`src/rtl/pmod_link_rx_if.sv`:
```
// pmod_link_rx_if: pin and result bundle for the Pmod link receiver.
//   *_up_in   : partner person code per bank (4 bits)
//   *_down_in : partner control bundle per bank
//               [0] reset request, [2:1] result, [3] ready, [4] presence
//   link_side : 00 none, 01 right, 10 left
//   partner_* : filtered fields of the locked bank, partner_rst is a pulse
//   link_lost : pulse when a locked link drops
// slave is the receiver side; master is the driver/observer side.
interface pmod_link_rx_if;
  logic [3:0] right_up_in;
  logic [4:0] right_down_in;
  logic [3:0] left_up_in;
  logic [4:0] left_down_in;
  logic [1:0] link_side;
  logic [3:0] partner_person;
  logic       partner_ready;
  logic [1:0] partner_result;
  logic       partner_rst;
  logic       link_lost;

  modport slave (
    input  right_up_in, right_down_in, left_up_in, left_down_in,
    output link_side, partner_person, partner_ready, partner_result,
           partner_rst, link_lost
  );

  modport master (
    output right_up_in, right_down_in, left_up_in, left_down_in,
    input  link_side, partner_person, partner_ready, partner_result,
           partner_rst, link_lost
  );
endinterface

```
`src/rtl/pmod_link_rx.sv`:
```
// pmod_link_rx: receive front end of the two-board link. Synchronises both
// Pmod banks, glitch-filters each 9-bit bundle, locks onto the bank where a
// partner is present and presents one registered set of partner signals.
//   clk : system clock, rising edge
//   rst : synchronous active-high reset
//   bus : pmod_link_rx_if.slave (raw bank pins in, partner outputs out)
module pmod_link_rx #(
  parameter int SYNC_STAGES   = 2,
  parameter int STABLE_CYCLES = 1000
) (
  input  logic           clk,
  input  logic           rst,
  pmod_link_rx_if.slave  bus
);
  localparam int            CW      = $clog2(STABLE_CYCLES) + 1;
  localparam logic [CW-1:0] CNT_MAX = CW'(STABLE_CYCLES - 1);

  // Word layout {down[4:0], up[3:0]}
  localparam int B_RST  = 4;
  localparam int B_RDY  = 7;
  localparam int B_PRES = 8;

  typedef enum logic [1:0] {
    SEARCH = 2'b00,
    LOCK_R = 2'b01,
    LOCK_L = 2'b10
  } state_t;

  // Bank 0 = right, bank 1 = left
  logic [1:0][8:0]                  raw;
  logic [1:0][SYNC_STAGES-1:0][8:0] sync_q;
  logic [1:0][8:0]                  cand_q, filt_q;
  logic [1:0][CW-1:0]               cnt_q;

  assign raw[0] = {bus.right_down_in, bus.right_up_in};
  assign raw[1] = {bus.left_down_in,  bus.left_up_in};

  // Synchroniser chains: index 0 takes the pin, index SYNC_STAGES-1 is safe
  always_ff @(posedge clk) begin
    if (rst) begin
      sync_q <= '0;
    end else begin
      for (int b = 0; b < 2; b++)
        sync_q[b] <= {sync_q[b][SYNC_STAGES-2:0], raw[b]};
    end
  end

  // Glitch filter: a new value must be seen STABLE_CYCLES+1 consecutive
  // times (one load plus STABLE_CYCLES-1 counts plus the commit) before it
  // reaches filt_q. The counter saturates instead of wrapping.
  always_ff @(posedge clk) begin
    if (rst) begin
      cand_q <= '0;
      cnt_q  <= '0;
      filt_q <= '0;
    end else begin
      for (int b = 0; b < 2; b++) begin
        if (sync_q[b][SYNC_STAGES-1] != cand_q[b]) begin
          cand_q[b] <= sync_q[b][SYNC_STAGES-1];
          cnt_q[b]  <= '0;
        end else if (cnt_q[b] == CNT_MAX) begin
          filt_q[b] <= cand_q[b];
        end else begin
          cnt_q[b]  <= cnt_q[b] + 1'b1;
        end
      end
    end
  end

  state_t     state_q, state_d;
  logic       rst_prev_q, rst_prev_d;
  logic [1:0] side_q, side_d;
  logic [3:0] person_q, person_d;
  logic       ready_q, ready_d;
  logic [1:0] result_q, result_d;
  logic       prst_q, prst_d;
  logic       lost_q, lost_d;
  logic [8:0] cur_w, nxt_w;

  always_comb begin
    state_d = state_q;
    case (state_q)
      SEARCH: begin
        if (filt_q[0][B_PRES])      state_d = LOCK_R;
        else if (filt_q[1][B_PRES]) state_d = LOCK_L;
      end
      LOCK_R:  if (!filt_q[0][B_PRES]) state_d = SEARCH;
      LOCK_L:  if (!filt_q[1][B_PRES]) state_d = SEARCH;
      default: state_d = SEARCH;
    endcase

    // Reset-request edge is judged on the bank locked this cycle, so a rise
    // landing in the same update as a presence drop still pulses.
    cur_w  = (state_q == LOCK_L) ? filt_q[1] : filt_q[0];
    prst_d = (state_q != SEARCH) && cur_w[B_RST] && !rst_prev_q;

    // Outputs follow the next state so lock and valid data appear together.
    // The edge register is primed with the newly locked bank's bit, which
    // suppresses a pulse for a request already high at lock time.
    nxt_w      = (state_d == LOCK_L) ? filt_q[1] : filt_q[0];
    side_d     = state_d;
    person_d   = '0;
    ready_d    = 1'b0;
    result_d   = '0;
    rst_prev_d = 1'b0;
    if (state_d != SEARCH) begin
      person_d   = nxt_w[3:0];
      ready_d    = nxt_w[B_RDY];
      result_d   = nxt_w[6:5];
      rst_prev_d = nxt_w[B_RST];
    end
    lost_d = (state_q != SEARCH) && (state_d == SEARCH);
  end

  always_ff @(posedge clk) begin
    if (rst) begin
      state_q    <= SEARCH;
      rst_prev_q <= 1'b0;
      side_q     <= '0;
      person_q   <= '0;
      ready_q    <= 1'b0;
      result_q   <= '0;
      prst_q     <= 1'b0;
      lost_q     <= 1'b0;
    end else begin
      state_q    <= state_d;
      rst_prev_q <= rst_prev_d;
      side_q     <= side_d;
      person_q   <= person_d;
      ready_q    <= ready_d;
      result_q   <= result_d;
      prst_q     <= prst_d;
      lost_q     <= lost_d;
    end
  end

  assign bus.link_side      = side_q;
  assign bus.partner_person = person_q;
  assign bus.partner_ready  = ready_q;
  assign bus.partner_result = result_q;
  assign bus.partner_rst    = prst_q;
  assign bus.link_lost      = lost_q;
endmodule

```
`src/flat_wrapper.sv`:
```
// flat-port wrapper written by rule: the top's interface ports become plain ports
module pmod_link_rx_flat 
#(
  parameter int SYNC_STAGES   = 2,
  parameter int STABLE_CYCLES = 1000
)
  (clk, rst, bus_right_up_in, bus_right_down_in, bus_left_up_in, bus_left_down_in, bus_link_side, bus_partner_person, bus_partner_ready, bus_partner_result, bus_partner_rst, bus_link_lost);
  pmod_link_rx_if bus_i ();
  input  logic clk;
  input  logic rst;
  input wire logic [$bits(bus_i.right_up_in)-1:0] bus_right_up_in;
  input wire logic [$bits(bus_i.right_down_in)-1:0] bus_right_down_in;
  input wire logic [$bits(bus_i.left_up_in)-1:0] bus_left_up_in;
  input wire logic [$bits(bus_i.left_down_in)-1:0] bus_left_down_in;
  output wire logic [$bits(bus_i.link_side)-1:0] bus_link_side;
  output wire logic [$bits(bus_i.partner_person)-1:0] bus_partner_person;
  output wire logic [$bits(bus_i.partner_ready)-1:0] bus_partner_ready;
  output wire logic [$bits(bus_i.partner_result)-1:0] bus_partner_result;
  output wire logic [$bits(bus_i.partner_rst)-1:0] bus_partner_rst;
  output wire logic [$bits(bus_i.link_lost)-1:0] bus_link_lost;
  assign bus_i.right_up_in = bus_right_up_in;
  assign bus_i.right_down_in = bus_right_down_in;
  assign bus_i.left_up_in = bus_left_up_in;
  assign bus_i.left_down_in = bus_left_down_in;
  assign bus_link_side = bus_i.link_side;
  assign bus_partner_person = bus_i.partner_person;
  assign bus_partner_ready = bus_i.partner_ready;
  assign bus_partner_result = bus_i.partner_result;
  assign bus_partner_rst = bus_i.partner_rst;
  assign bus_link_lost = bus_i.link_lost;
  pmod_link_rx #(.SYNC_STAGES(SYNC_STAGES), .STABLE_CYCLES(STABLE_CYCLES)) u_core (.clk(clk), .rst(rst), .bus(bus_i));
endmodule
```
`config.mk`:
```
export PLATFORM = sky130hd
export DESIGN_NAME = pmod_link_rx_flat
export DESIGN_NICKNAME = d
export VERILOG_FILES = /design/src/rtl/pmod_link_rx_if.sv /design/src/rtl/pmod_link_rx.sv /design/src/flat_wrapper.sv
export SDC_FILE = /design/constraint.sdc
export NUM_CORES = 1
export LEC_CHECK = 0
export CAP_MARGIN = 40
export CORE_UTILIZATION = 49
export DETAILED_ROUTE_END_ITERATION = 8
export PLACE_DENSITY = 0.77
export RECOVER_POWER = 25
export SYNTH_ARGS = -nofsm -noshare
export SYNTH_HDL_FRONTEND = slang
export SYNTH_SLANG_ARGS = --single-unit
```
`constraint.sdc`:
```
create_clock -name clk -period 2.95 [get_ports clk]
set_input_delay 0.59 -clock clk [delete_from_list [all_inputs] [get_ports clk]]
set_output_delay 0.59 -clock clk [all_outputs]
set_load 0.01 [all_outputs]
```
After elaboration in Yosys (flattened, before gate mapping)
Index checks and enable logic that the tools add are counted.
{"block": "word_totals", "in_bits": 20, "regBits": 106, "out_inout_bits": 11}
{"block": "op_classes", "reduce_logical": 13, "mux": 7, "addsub": 2, "bitwise_logic": 3, "n_eq_ne": 7}
{"op": "11-bit by 1-bit adder with 11-bit output, second input constant", "n": 2}
{"op": "11-bit by 10-bit == test with 1-bit output, second input constant", "n": 2}
{"op": "9-bit != test", "n": 2}
{"op": "2-bit two-way mux", "n": 4}
{"op": "8-bit two-way mux", "n": 1}
{"op": "2-bit case mux with 3 select lines", "n": 1}
{"op": "2-bit OR reduction", "n": 3}
{"op": "5-bit two-way mux", "n": 1}
{"op": "2-bit == test, second input constant", "n": 2}
{"op": "2-bit zero test", "n": 2}
{"op": "2-bit AND reduction", "n": 2}
{"op": "2-bit nonzero test", "n": 2}
{"op": "1-bit logical AND", "n": 3}
{"op": "1-bit NOT", "n": 3}
{"op": "2-bit by 1-bit == test with 1-bit output, second input constant", "n": 1}
{"op": "1-bit zero test", "n": 1}

Logic depth before layout (Yosys ltp)
Gate-level depths: netlist of run 1.
{"block": "logic_depth", "ltp_word": 6, "ltp_mapped": 6, "depth_no_buf": 5}

Least setup slack after synthesis of run 1
OpenSTA, ideal clock, no wires.
{"block": "synth_path", "path_type": "register to register", "startpoint": "register u_core.cnt_q[11] in the netlist's numbering", "endpoint": "register u_core.filt_q[10] in the netlist's numbering", "setup_slack_ns": 1.372, "arrival_ns": 1.506, "stages_incl_launch_ff": 7, "setup_time_ns": 0.072, "period_less_slack_ns": 1.578, "path_buffers": 1, "cell_sequence": "dfxtp_1 ha_1 nor4b_2 nand4_2 nor4_2 buf_4 mux2i_1"}
{"block": "synth_between", "elab_chain_cells": 2}
{"item": "start: declaration", "line_no": "pmod_link_rx.sv:33", "rtl": "logic [1:0][CW-1:0] cnt_q;"}
{"item": "start signal: indexed assignment", "line_no": "pmod_link_rx.sv:64", "rtl": "cnt_q[b] <= cnt_q[b] + 1'b1;"}
{"item": "11-bit by 10-bit == test with 1-bit output", "line_no": "pmod_link_rx.sv:61", "rtl": "end else if (cnt_q[b] == CNT_MAX) begin"}
{"item": "2-bit AND reduction (no line)"}
{"item": "end signal: indexed assignment", "line_no": "pmod_link_rx.sv:62", "rtl": "filt_q[b] <= cand_q[b];"}
{"item": "end: declaration", "line_no": "pmod_link_rx.sv:32", "rtl": "logic [1:0][8:0] cand_q, filt_q;"}
Every way passes these cells.
A chain may end at the register's enable or synchronous reset.

Worst setup path after layout of run 1
{"block": "layout_path", "startpoint": "input port rst", "endpoint": "register u_core.cnt_q[10] in the netlist's numbering"}
{"block": "layout_between", "elab_chain_cells": 1}
{"item": "start: declaration", "line_no": "flat_wrapper.sv:10", "rtl": "input logic rst;"}
{"item": "2-bit OR reduction (no line)"}
Every way passes these cells.

==> results.json, run 1 <==
{
  "status": "completed",
  "htree_num_levels": 3,
  "port_buffers": 30,
  "globalplace.congestion": 0.7557,
  "cts_setup_buffers": 0,
  "cpMaxStageDelayCell": "clkbuf_1",
  "period_needed_ns": 2.020,
  "p_int_mw": 2.001,
  "antennaDiodeCount": 0,
  "netlist_area_mm2": 0.003881,
  "startpoint_type": "input pin",
  "coreArea_mm2": 0.007687,
  "p_switching_uw": 510.8,
  "r2r_end": "u_core.filt_q[9]$_SDFFE_PP0P_",
  "drcViolationCount": 0,
  "slew_violations": 0,
  "vias_per_cell": 4.619,
  "required_ns": 3.17,
  "area_delta_synth_final_pct": 14.86,
  "synth_most_common_cell": "dfxtp_1",
  "start_util": 0.5049,
  "cts_buffer_depth": 2,
  "cp-end-kind": "register",
  "synth-simple-area-share": 0.2695,
  "synth_xor_area_frac": 0.07672,
  "ys.warnings.count": 0,
  "cts.reportedPaths.clkPinSlew_ns": 0.09,
  "nets": 422,
  "path_max_fanout": 34,
  "p_seq_frac": 0.588,
  "ys_top_cells_by_count": "dfxtp_1, nor2b_1, nand2b_1",
  "dr.pass1.iters": 4,
  "synth_top_family_by_area": "simple AND/OR/NAND/NOR gates",
  "max_freq_ghz": 0.4951,
  "fin_crit_sh": 0.6847,
  "netlist.area_leader.share": 0.5467,
  "worst_pin_slew_ns": 1.035,
  "antenna_found_initial": 0,
  "rsz0062_at_grt": "no",
  "multi_input_area_mm2": 0.001674,
  "yosys-mux-area-fraction": 0.06963,
  "cts_tree": "yes",
  "critPathArrivalTime_ns": 2.24,
  "peakVddDrop_v": 0.0002944,
  "syn_area_per_cell_um2": 10.49,
  "cts-resized-gates": 0,
  "r2r_slack_ns": 0.94,
  "grt_pass1_vias": 2212,
  "cts_made_buffers": 9,
  "routed_wl_um": 5605,
  "drive_above_1_share": 0.06436,
  "antenna_left": 0,
  "grt_start_max_net_pins": 58,
  "ys_types": 35,
  "dpl.hpwl_um": 3812,
  "syn_inst": 370,
  "root_buffer": "clkbuf_8",
  "core.rowCount": 32,
  "postPlaceCellArea_mm2": 0.004257,
  "synth_ff_type": "dfxtp_1",
  "path_cells": "clkbuf_1, clkbuf_1, nand4b_1, nor2_1",
  "layout_setup_ws_ns": 0.9303,
  "fp.dieH_um": 91,
  "hold_end": "u_core.bus.partner_rst$_SDFF_PP0_",
  "setup_tns_ns": 0,
  "crit_type": "input pin to register",
  "ys_ff_latch": 106,
  "hp-start": "u_core.rst_prev_q$_SDFF_PP0_",
  "drtIter0Drc": 72,
  "cts_hold_buf": 0,
  "hp-class": "register to register",
  "fin_util": 0.5799,
  "final-hold-violation-count": 0,
  "synth_edf_count": 0,
  "maxCapViolCount": 0,
  "via_count": 2337,
  "switching_share": 0.2034,
  "path_delay_family": "buffers and inverters",
  "path_buf_inv": 2,
  "crit-reg2reg-launch": "u_core.cnt_q[11]$_SDFFE_PP0P_",
  "power_frac_clock": 0.370,
  "r2r_cells": 6,
  "max_slew_margin": 0.3101,
  "powerDensity_mw_per_mm2": 563.3,
  "synth-compound-area-share": 0.009026,
  "setup_viol": 0,
  "fill_cells": 659,
  "fp.dieArea_mm2": 0.008281,
  "cts_sinks": 106,
  "grt_pass1_wl_um": 9998,
  "whs_path_depth": 1,
  "final_area_mm2": 0.004458,
  "p_leak_nw": 1.579,
  "path_common_cell": "clkbuf_1",
  "fin_skew_ns": 0.008777,
  "regArea_mm2": 0.002122,
  "seq_area_frac_synth": 0.5467,
  "die_w_um": 91,
  "io_pins": 31,
  "post-place-ws_ns": 0.9331,
  "grt_usage": 0.1516,
  "grt_overflow": 0,
  "synthAdderAreaFrac": 0.006447,
  "synth.area.top_cells": "dfxtp_1, nor2b_1, mux2i_1",
  "synth_area_leader_cell": "dfxtp_1",
  "comb_power_share": 0.042,
  "synthArstFlopShare": 0,
  "wl_per_cell_um": 11.08,
  "path_depth": 4,
  "insertion_delay_ns": 0.35,
  "synth_nets": 392,
  "max_stage_delay_ns": 0.81
}
## power by group through the flow
stage	Clock [mW]	Sequential (mW)	Combinational (mW)
final	0.928	1.48	0.107
after global routing	1.02	1.48	0.120
after CTS	0.953	1.48	0.109
after detailed placement	0	1.51	0.108
after global placement	0	1.51	0.106
after floorplan	0	1.51	0.0733
## logic make-up (layout without fill, tap and decap cells)
group | Yosys count | in the layout
simple gates | 177 | 177
flops | 106 | 106
xor+xnor | 34 | 34
mux | 27 | 27
buf+inv | 17 | 51
compound gates | 7 | 7
fa+ha+maj | 2 | 2
## per-layer routing
| layer | share of wire | global-route usage | vias up |
|---|---|---|---|
| met2 | 0.45 | 0.2355 | 43 |
| met4 | 0.014 | 0.06085 | 0 |
| met3 | 0.033 | 0.04104 | 9 |
| met1 | 0.50 | 0.2002 | 1035 |
| li1 | - | - | 1250 |
| met5 | 0 | 0 | - |
## stage by stage
stage / hold slack, ns / total power [mW] / std cells
after global routing: 0.4408 / 2.621 / 506
after detailed placement: 0.3885 / 1.619 / 491
final: 0.4015 / 2.511 / 506
after global placement: 0.3956 / 1.615 / 491
after floorplan: 0.3732 / 1.580 / 370
after CTS: 0.4018 / 2.539 / 506
## cell usage in the layout, fill, tap and decap left out
cell type | synthesis | routed
clkdlybuf4s50_1 | 0 | 29
ha_1 | 2 | 2
xor2_1 | 15 | 15
nor4b_1 | 1 | 1
inv_1 | 2 | 2
xnor2_1 | 19 | 19
bufinv_16 | 0 | 2
or4_1 | 1 | 1
clkinv_4 | 0 | 2
nand4b_1 | 1 | 1
mux2i_1 | 27 | 27
o21ai_0 | 1 | 1
and4_1 | 2 | 2
and4_4 | 1 | 1
buf_4 | 1 | 2
nor3b_1 | 2 | 2
or2_2 | 1 | 1
nor4b_2 | 1 | 1
nor4_2 | 2 | 2
nor2_1 | 36 | 36
nand3_1 | 9 | 9
or3_4 | 1 | 1
nand4_4 | 1 | 1
nand2b_1 | 37 | 37
nand4_1 | 2 | 2
and3_1 | 1 | 1
nor3_1 | 8 | 8
clkbuf_1 | 10 | 4
nor2b_1 | 56 | 56
or3_2 | 1 | 1
clkbuf_8 | 0 | 9
clkbuf_2 | 0 | 1
a21oi_1 | 6 | 6
dfxtp_1 | 106 | 106
nor3_4 | 1 | 1
nand2_1 | 11 | 11
nand4_2 | 1 | 1
## cell type report
cell class | count | share of cell area
timing repair buffer | 34 | 0.07129
tap | 102 | 0.02863
multi-input combinational | 247 | 0.3755
inverter | 2 | 0.001684
sequential | 106 | 0.4760
clock buffer | 11 | 0.02947
clock inverter | 4 | 0.01740
## registers in the layout, summed over array words and instances, names as in the netlist
| name | flops |
|---|---|
| u_core.bus.partner_ready | 1 |
| u_core.cand_q | 18 |
| u_core.bus.partner_person | 4 |
| u_core.sync_q | 36 |
| u_core.rst_prev_q | 1 |
| u_core.filt_q | 18 |
| u_core.bus.partner_result | 2 |
| u_core.bus.partner_rst | 1 |
| u_core.cnt_q | 22 |
| u_core.bus.link_lost | 1 |
| u_core.state_q | 2 |
## worst max path at each step
| stage | start | end |
|---|---|---|
| final | rst | u_core.cnt_q[10]$_SDFFE_PP0P_ |
| after global routing | rst | u_core.cnt_q[1]$_SDFFE_PP0P_ |
| after CTS | u_core.cnt_q[11]$_SDFFE_PP0P_ | u_core.filt_q[9]$_SDFFE_PP0P_ |
| after detailed placement | u_core.cnt_q[11]$_SDFFE_PP0P_ | u_core.filt_q[9]$_SDFFE_PP0P_ |
| after global placement | u_core.cnt_q[11]$_SDFFE_PP0P_ | u_core.filt_q[17]$_SDFFE_PP0P_ |
| after floorplan | u_core.cnt_q[11]$_SDFFE_PP0P_ | u_core.filt_q[10]$_SDFFE_PP0P_ |
Power figures use the tool's default switching activity.
==> run 2: changes to the inputs <==
PLACE_DENSITY = 0.8   (was 0.77)
clock period = 1.75 ns   (was 2.95 ns; I/O delays follow)
==> results.json, run 2 (synthesis gave the netlist of run 1 again) <==
{
  "io_pins": 31,
  "area_delta_synth_final_pct": 17.79,
  "start_util": 0.5049,
  "p_leak_nw": 1.627,
  "grt_pass1_vias": 2258,
  "setup_viol": 0,
  "cts_tree": "yes",
  "fp.dieH_um": 91,
  "root_buffer": "clkbuf_8",
  "worst_pin_slew_ns": 0.7197,
  "port_buffers": 30,
  "cts_hold_buf": 0,
  "grt_start_max_net_pins": 43,
  "largest_reg_flops": 36,
  "multi_input_area_mm2": 0.001714,
  "critPathLaunch": "u_core.cnt_q[11]$_SDFFE_PP0P_",
  "globalplace.congestion": 0.7434,
  "wl_per_cell_um": 11.70,
  "route.met2.wl_um": 2779,
  "top_register": "u_core.sync_q",
  "fp.dieArea_mm2": 0.008281,
  "max_freq_ghz": 0.5746,
  "dpl.hpwl_um": 4045,
  "rsz0062_at_grt": "yes",
  "path_max_fanout": 4,
  "period_needed_ns": 1.740,
  "fill_cells": 675,
  "cts.reportedPaths.clkPinSlew_ns": 0.10,
  "drt-met1-wl_um": 2925,
  "hp-start": "rst",
  "fin_util": 0.5947,
  "final_area_mm2": 0.004572,
  "final_common_cell": "dfxtp_1",
  "drive_above_1_share": 0.1084,
  "coreArea_mm2": 0.007687,
  "fin_skew_ns": 0.01078,
  "post-place-ws_ns": 0.04599,
  "powerDensity_mw_per_mm2": 915.4,
  "grt_usage": 0.1541,
  "grt_pass1_wl_um": 9956,
  "dr_wl_met3_um": 220,
  "startpoint_type": "register",
  "nets": 432,
  "via_count": 2470,
  "regArea_mm2": 0.002130,
  "insertion_delay_ns": 0.37,
  "top_layer": "met4",
  "drcViolationCount": 0,
  "crit-reg2reg-launch": "u_core.cnt_q[11]$_SDFFE_PP0P_",
  "status": "completed",
  "top_regs": "u_core.sync_q (36), u_core.cnt_q (22)",
  "grt_overflow": 0,
  "antennaDiodeCount": 0,
  "required_ns": 2.06,
  "final_cell_mix": "dfxtp_1, nor2b_1, nand2b_1",
  "cts_sinks": 106,
  "postPlaceCellArea_mm2": 0.004279,
  "cp-end-kind": "register",
  "final-hold-violation-count": 0,
  "antenna_left": 0,
  "core.rowCount": 32,
  "routed_wl_um": 6048,
  "peakVddDrop_v": 0.0004478,
  "max_slew_margin": 0.5202,
  "vias_per_cell": 4.778,
  "critPathArrivalTime_ns": 2.05,
  "htree_num_levels": 3,
  "drtIter0Drc": 100,
  "die_w_um": 91,
  "cts_buffer_depth": 2,
  "hp-class": "input pin to register",
  "cts_made_buffers": 9,
  "dr.pass1.iters": 6,
  "crit_type": "register to register",
  "fin_crit_sh": 0.9944,
  "maxCapViolCount": 0,
  "layout_setup_ws_ns": 0.009804,
  "slew_violations": 0,
  "antenna_found_initial": 0
}
## run 2: changes by cell type in the layout (fill, tap and decap cells not counted), moves of 2 or more
cell	change
buf_4	+9
dfxtp_1	-4
clkbuf_1	-3
dfxtp_2	+3
clkinv_2	+2
## run 2: layout make-up
cell class | instances | area share
flip-flops and latches | 106 | 0.4658
multi-input cells | 248 | 0.3749
repair buffers | 43 | 0.08593
well taps | 102 | 0.02791
clock buffers | 9 | 0.02709
clock inverters | 7 | 0.01669
inverters | 2 | 0.001642
## run 2: stage by stage
| stage | TNS, ns | std cells | hold WS, ns | power, mW |
|---|---|---|---|---|
| after global routing | -0.5737 | 517 | 0.4140 | 4.366 |
| final | 0 | 517 | 0.3938 | 4.185 |
| after detailed placement | 0 | 494 | 0.3809 | 2.732 |
| after global placement | 0 | 494 | 0.3817 | 2.726 |
| after floorplan | 0 | 370 | 0.3732 | 2.664 |
| after CTS | 0 | 510 | 0.2831 | 4.226 |
## run 2: metal layers
metal | vias to the layer above | GRT usage
li1 | 1278 | -
met1 | 1142 | 0.1905
met2 | 40 | 0.2380
met3 | 10 | 0.05528
met4 | 0 | 0.07540
met5 | - | 0
## run 2: final timing paths
check	depth (start not counted)	to	slack [ns]
setup / recovery	6	u_core.filt_q[17]$_SDFFE_PP0P_	0.01
hold / removal	2	u_core.bus.link_lost$_SDFF_PP0_	0.39
setup reg to reg	6	u_core.filt_q[17]$_SDFFE_PP0P_	0.01
hold reg to reg	1	u_core.bus.partner_rst$_SDFF_PP0_	0.40
## run 2: critical path: stages, from the launching register on
cell	delay (ns)
dfxtp_4	0.38
ha_4	0.14
nor4b_4	0.21
nand4_2	0.19
nor4_4	0.37
buf_4	0.21
mux2i_1	0.18
## run 2: repair_timing
action / in CTS / in global routing
gates resized for setup: 0 / 14
buffers inserted: 0 / 5
endpoints found under the setup margin: 0 / 20
## run 2: report_power, final
group	total, mW	switching (mW)	internal (mW)
sequential	2.49	0.0253	2.46
clock	1.50	0.830	0.673
combinational	0.192	0.0837	0.108
==> run 3: changes to the inputs <==
--- a/config.mk
+++ b/config.mk
@@ -11,3 +11,3 @@
 export PLACE_DENSITY = 0.8
-export RECOVER_POWER = 25
+export RECOVER_POWER = 50
 export SYNTH_ARGS = -nofsm -noshare
--- a/constraint.sdc
+++ b/constraint.sdc
@@ -3,2 +3,2 @@
 set_output_delay 0.35 -clock clk [all_outputs]
-set_load 0.01 [all_outputs]
+set_load 0.005 [all_outputs]
==> results.json, run 3 (synthesis gave the netlist of run 1 again) <==
{
  "slew_violations": 0,
  "grt_usage": 0.1541,
  "routed_wl_um": 6038,
  "cp-end-kind": "register",
  "port_buffers": 30,
  "hp-start": "rst",
  "status": "completed",
  "cts.reportedPaths.clkPinSlew_ns": 0.10,
  "cts_buffer_depth": 2,
  "final_cell_mix": "dfxtp_1, nor2b_1, nand2b_1",
  "crit-reg2reg-launch": "u_core.cnt_q[11]$_SDFFE_PP0P_",
  "maxCapViolCount": 0,
  "hp-class": "input pin to register",
  "fill_cells": 675,
  "dpl.hpwl_um": 4045,
  "nets": 432,
  "final-hold-violation-count": 0,
  "grt_overflow": 0,
  "postPlaceCellArea_mm2": 0.004279,
  "path_buf_inv": 1,
  "grt_pass1_vias": 2258,
  "crit_type": "register to register",
  "path_max_fanout": 4,
  "peakVddDrop_v": 0.0004469,
  "antennaDiodeCount": 0,
  "worst_pin_slew_ns": 0.7197,
  "top_regs": "u_core.sync_q (36), u_core.cnt_q (22)",
  "drcViolationCount": 0,
  "grt_pass1_wl_um": 9956,
  "critPathArrivalTime_ns": 2.05,
  "period_needed_ns": 1.743,
  "max_stage_delay_ns": 0.38,
  "final_area_mm2": 0.004568,
  "required_ns": 2.06,
  "path_cells": "ha_4, nor4b_4, nand4_2, nor4_4, buf_4, mux2i_1",
  "max_slew_margin": 0.5202,
  "fin_skew_ns": 0.009985,
  "rsz0062_at_grt": "yes",
  "fin_crit_sh": 0.9960,
  "io_pins": 31,
  "critPathLaunch": "u_core.cnt_q[11]$_SDFFE_PP0P_",
  "antenna_left": 0,
  "cts_sinks": 106,
  "root_buffer": "clkbuf_8",
  "insertion_delay_ns": 0.37,
  "largest_reg_flops": 36,
  "antenna_found_initial": 0,
  "powerDensity_mw_per_mm2": 915.7,
  "drive_above_1_share": 0.1060,
  "fp.dieH_um": 91,
  "max_freq_ghz": 0.5737,
  "p_leak_nw": 1.623,
  "globalplace.congestion": 0.7434,
  "drtIter0Drc": 98,
  "final_common_cell": "dfxtp_1",
  "via_count": 2465,
  "wl_per_cell_um": 11.68,
  "die_w_um": 91,
  "dr.pass1.iters": 7,
  "top_register": "u_core.sync_q",
  "htree_num_levels": 3,
  "vias_per_cell": 4.768,
  "fin_total_pwr_mw": 4.183,
  "coreArea_mm2": 0.007687,
  "startpoint_type": "register",
  "cts_tree": "yes",
  "core.rowCount": 32,
  "cts_hold_buf": 0,
  "fp.dieArea_mm2": 0.008281,
  "setup_viol": 0,
  "placed_cells": 494,
  "fin_cells": 517,
  "start_util": 0.5049,
  "grt_start_max_net_pins": 43,
  "cpMaxStageDelayCell": "dfxtp_4",
  "path_delay_family": "simple AND/OR/NAND/NOR gates",
  "cts_made_buffers": 9,
  "area_delta_synth_final_pct": 17.70
}
[run 3: final timing paths]
path	slack [ns]	cells past startpoint	end
worst max register to register	0.007	6	u_core.filt_q[17]$_SDFFE_PP0P_
worst min-delay path	0.39	2	u_core.bus.link_lost$_SDFF_PP0_
worst min register to register	0.39	1	u_core.bus.partner_rst$_SDFF_PP0_
worst max-delay path	0.007	6	u_core.filt_q[17]$_SDFFE_PP0P_
[run 3: area by class of cell]
class,count,area (um^2),area share
clock buffer,9,123.9,0.02712
clock inverter,7,76.32,0.01671
inverter,2,7.507,0.001643
multi-input combinational,248,1714,0.3752
sequential,106,2130,0.4662
tap,102,127.6,0.02794
timing repair buffer,43,389.1,0.08518
[run 3: power by group]
part	switching (mW)	internal (mW)	leakage, nW
Clock	0.829	0.673	0.102
Combinational	0.0836	0.107	0.656
Sequential	0.0252	2.46	0.865
[run 3: what timing repair did]
item | in CTS | in global routing
setup buffers | 0 | 5
setup endpoints to repair | 0 | 19
gates resized for setup | 0 | 13
[run 3: layer usage]
metal  track usage  share of wire  vias to the layer above
met5             0              0                        -
met4       0.07540          0.020                        0
met3       0.05528          0.036                       10
met2        0.2380           0.46                       40
met1        0.1905           0.48                     1136
li1              -              -                     1279
[run 3: metrics by stage]
stage | hold slack, ns | TNS [ns] | util | setup slack [ns]
after detailed placement | 0.3809 | 0 | 0.5566 | 0.04599
after global placement | 0.3817 | 0 | 0.5566 | 0.1605
final | 0.3913 | 0 | 0.5942 | 0.006969
after CTS | 0.2831 | 0 | 0.5827 | 0.02303
after floorplan | 0.3732 | 0 | - | 0.1721
after global routing | 0.4129 | -0.5589 | 0.5942 | -0.07068
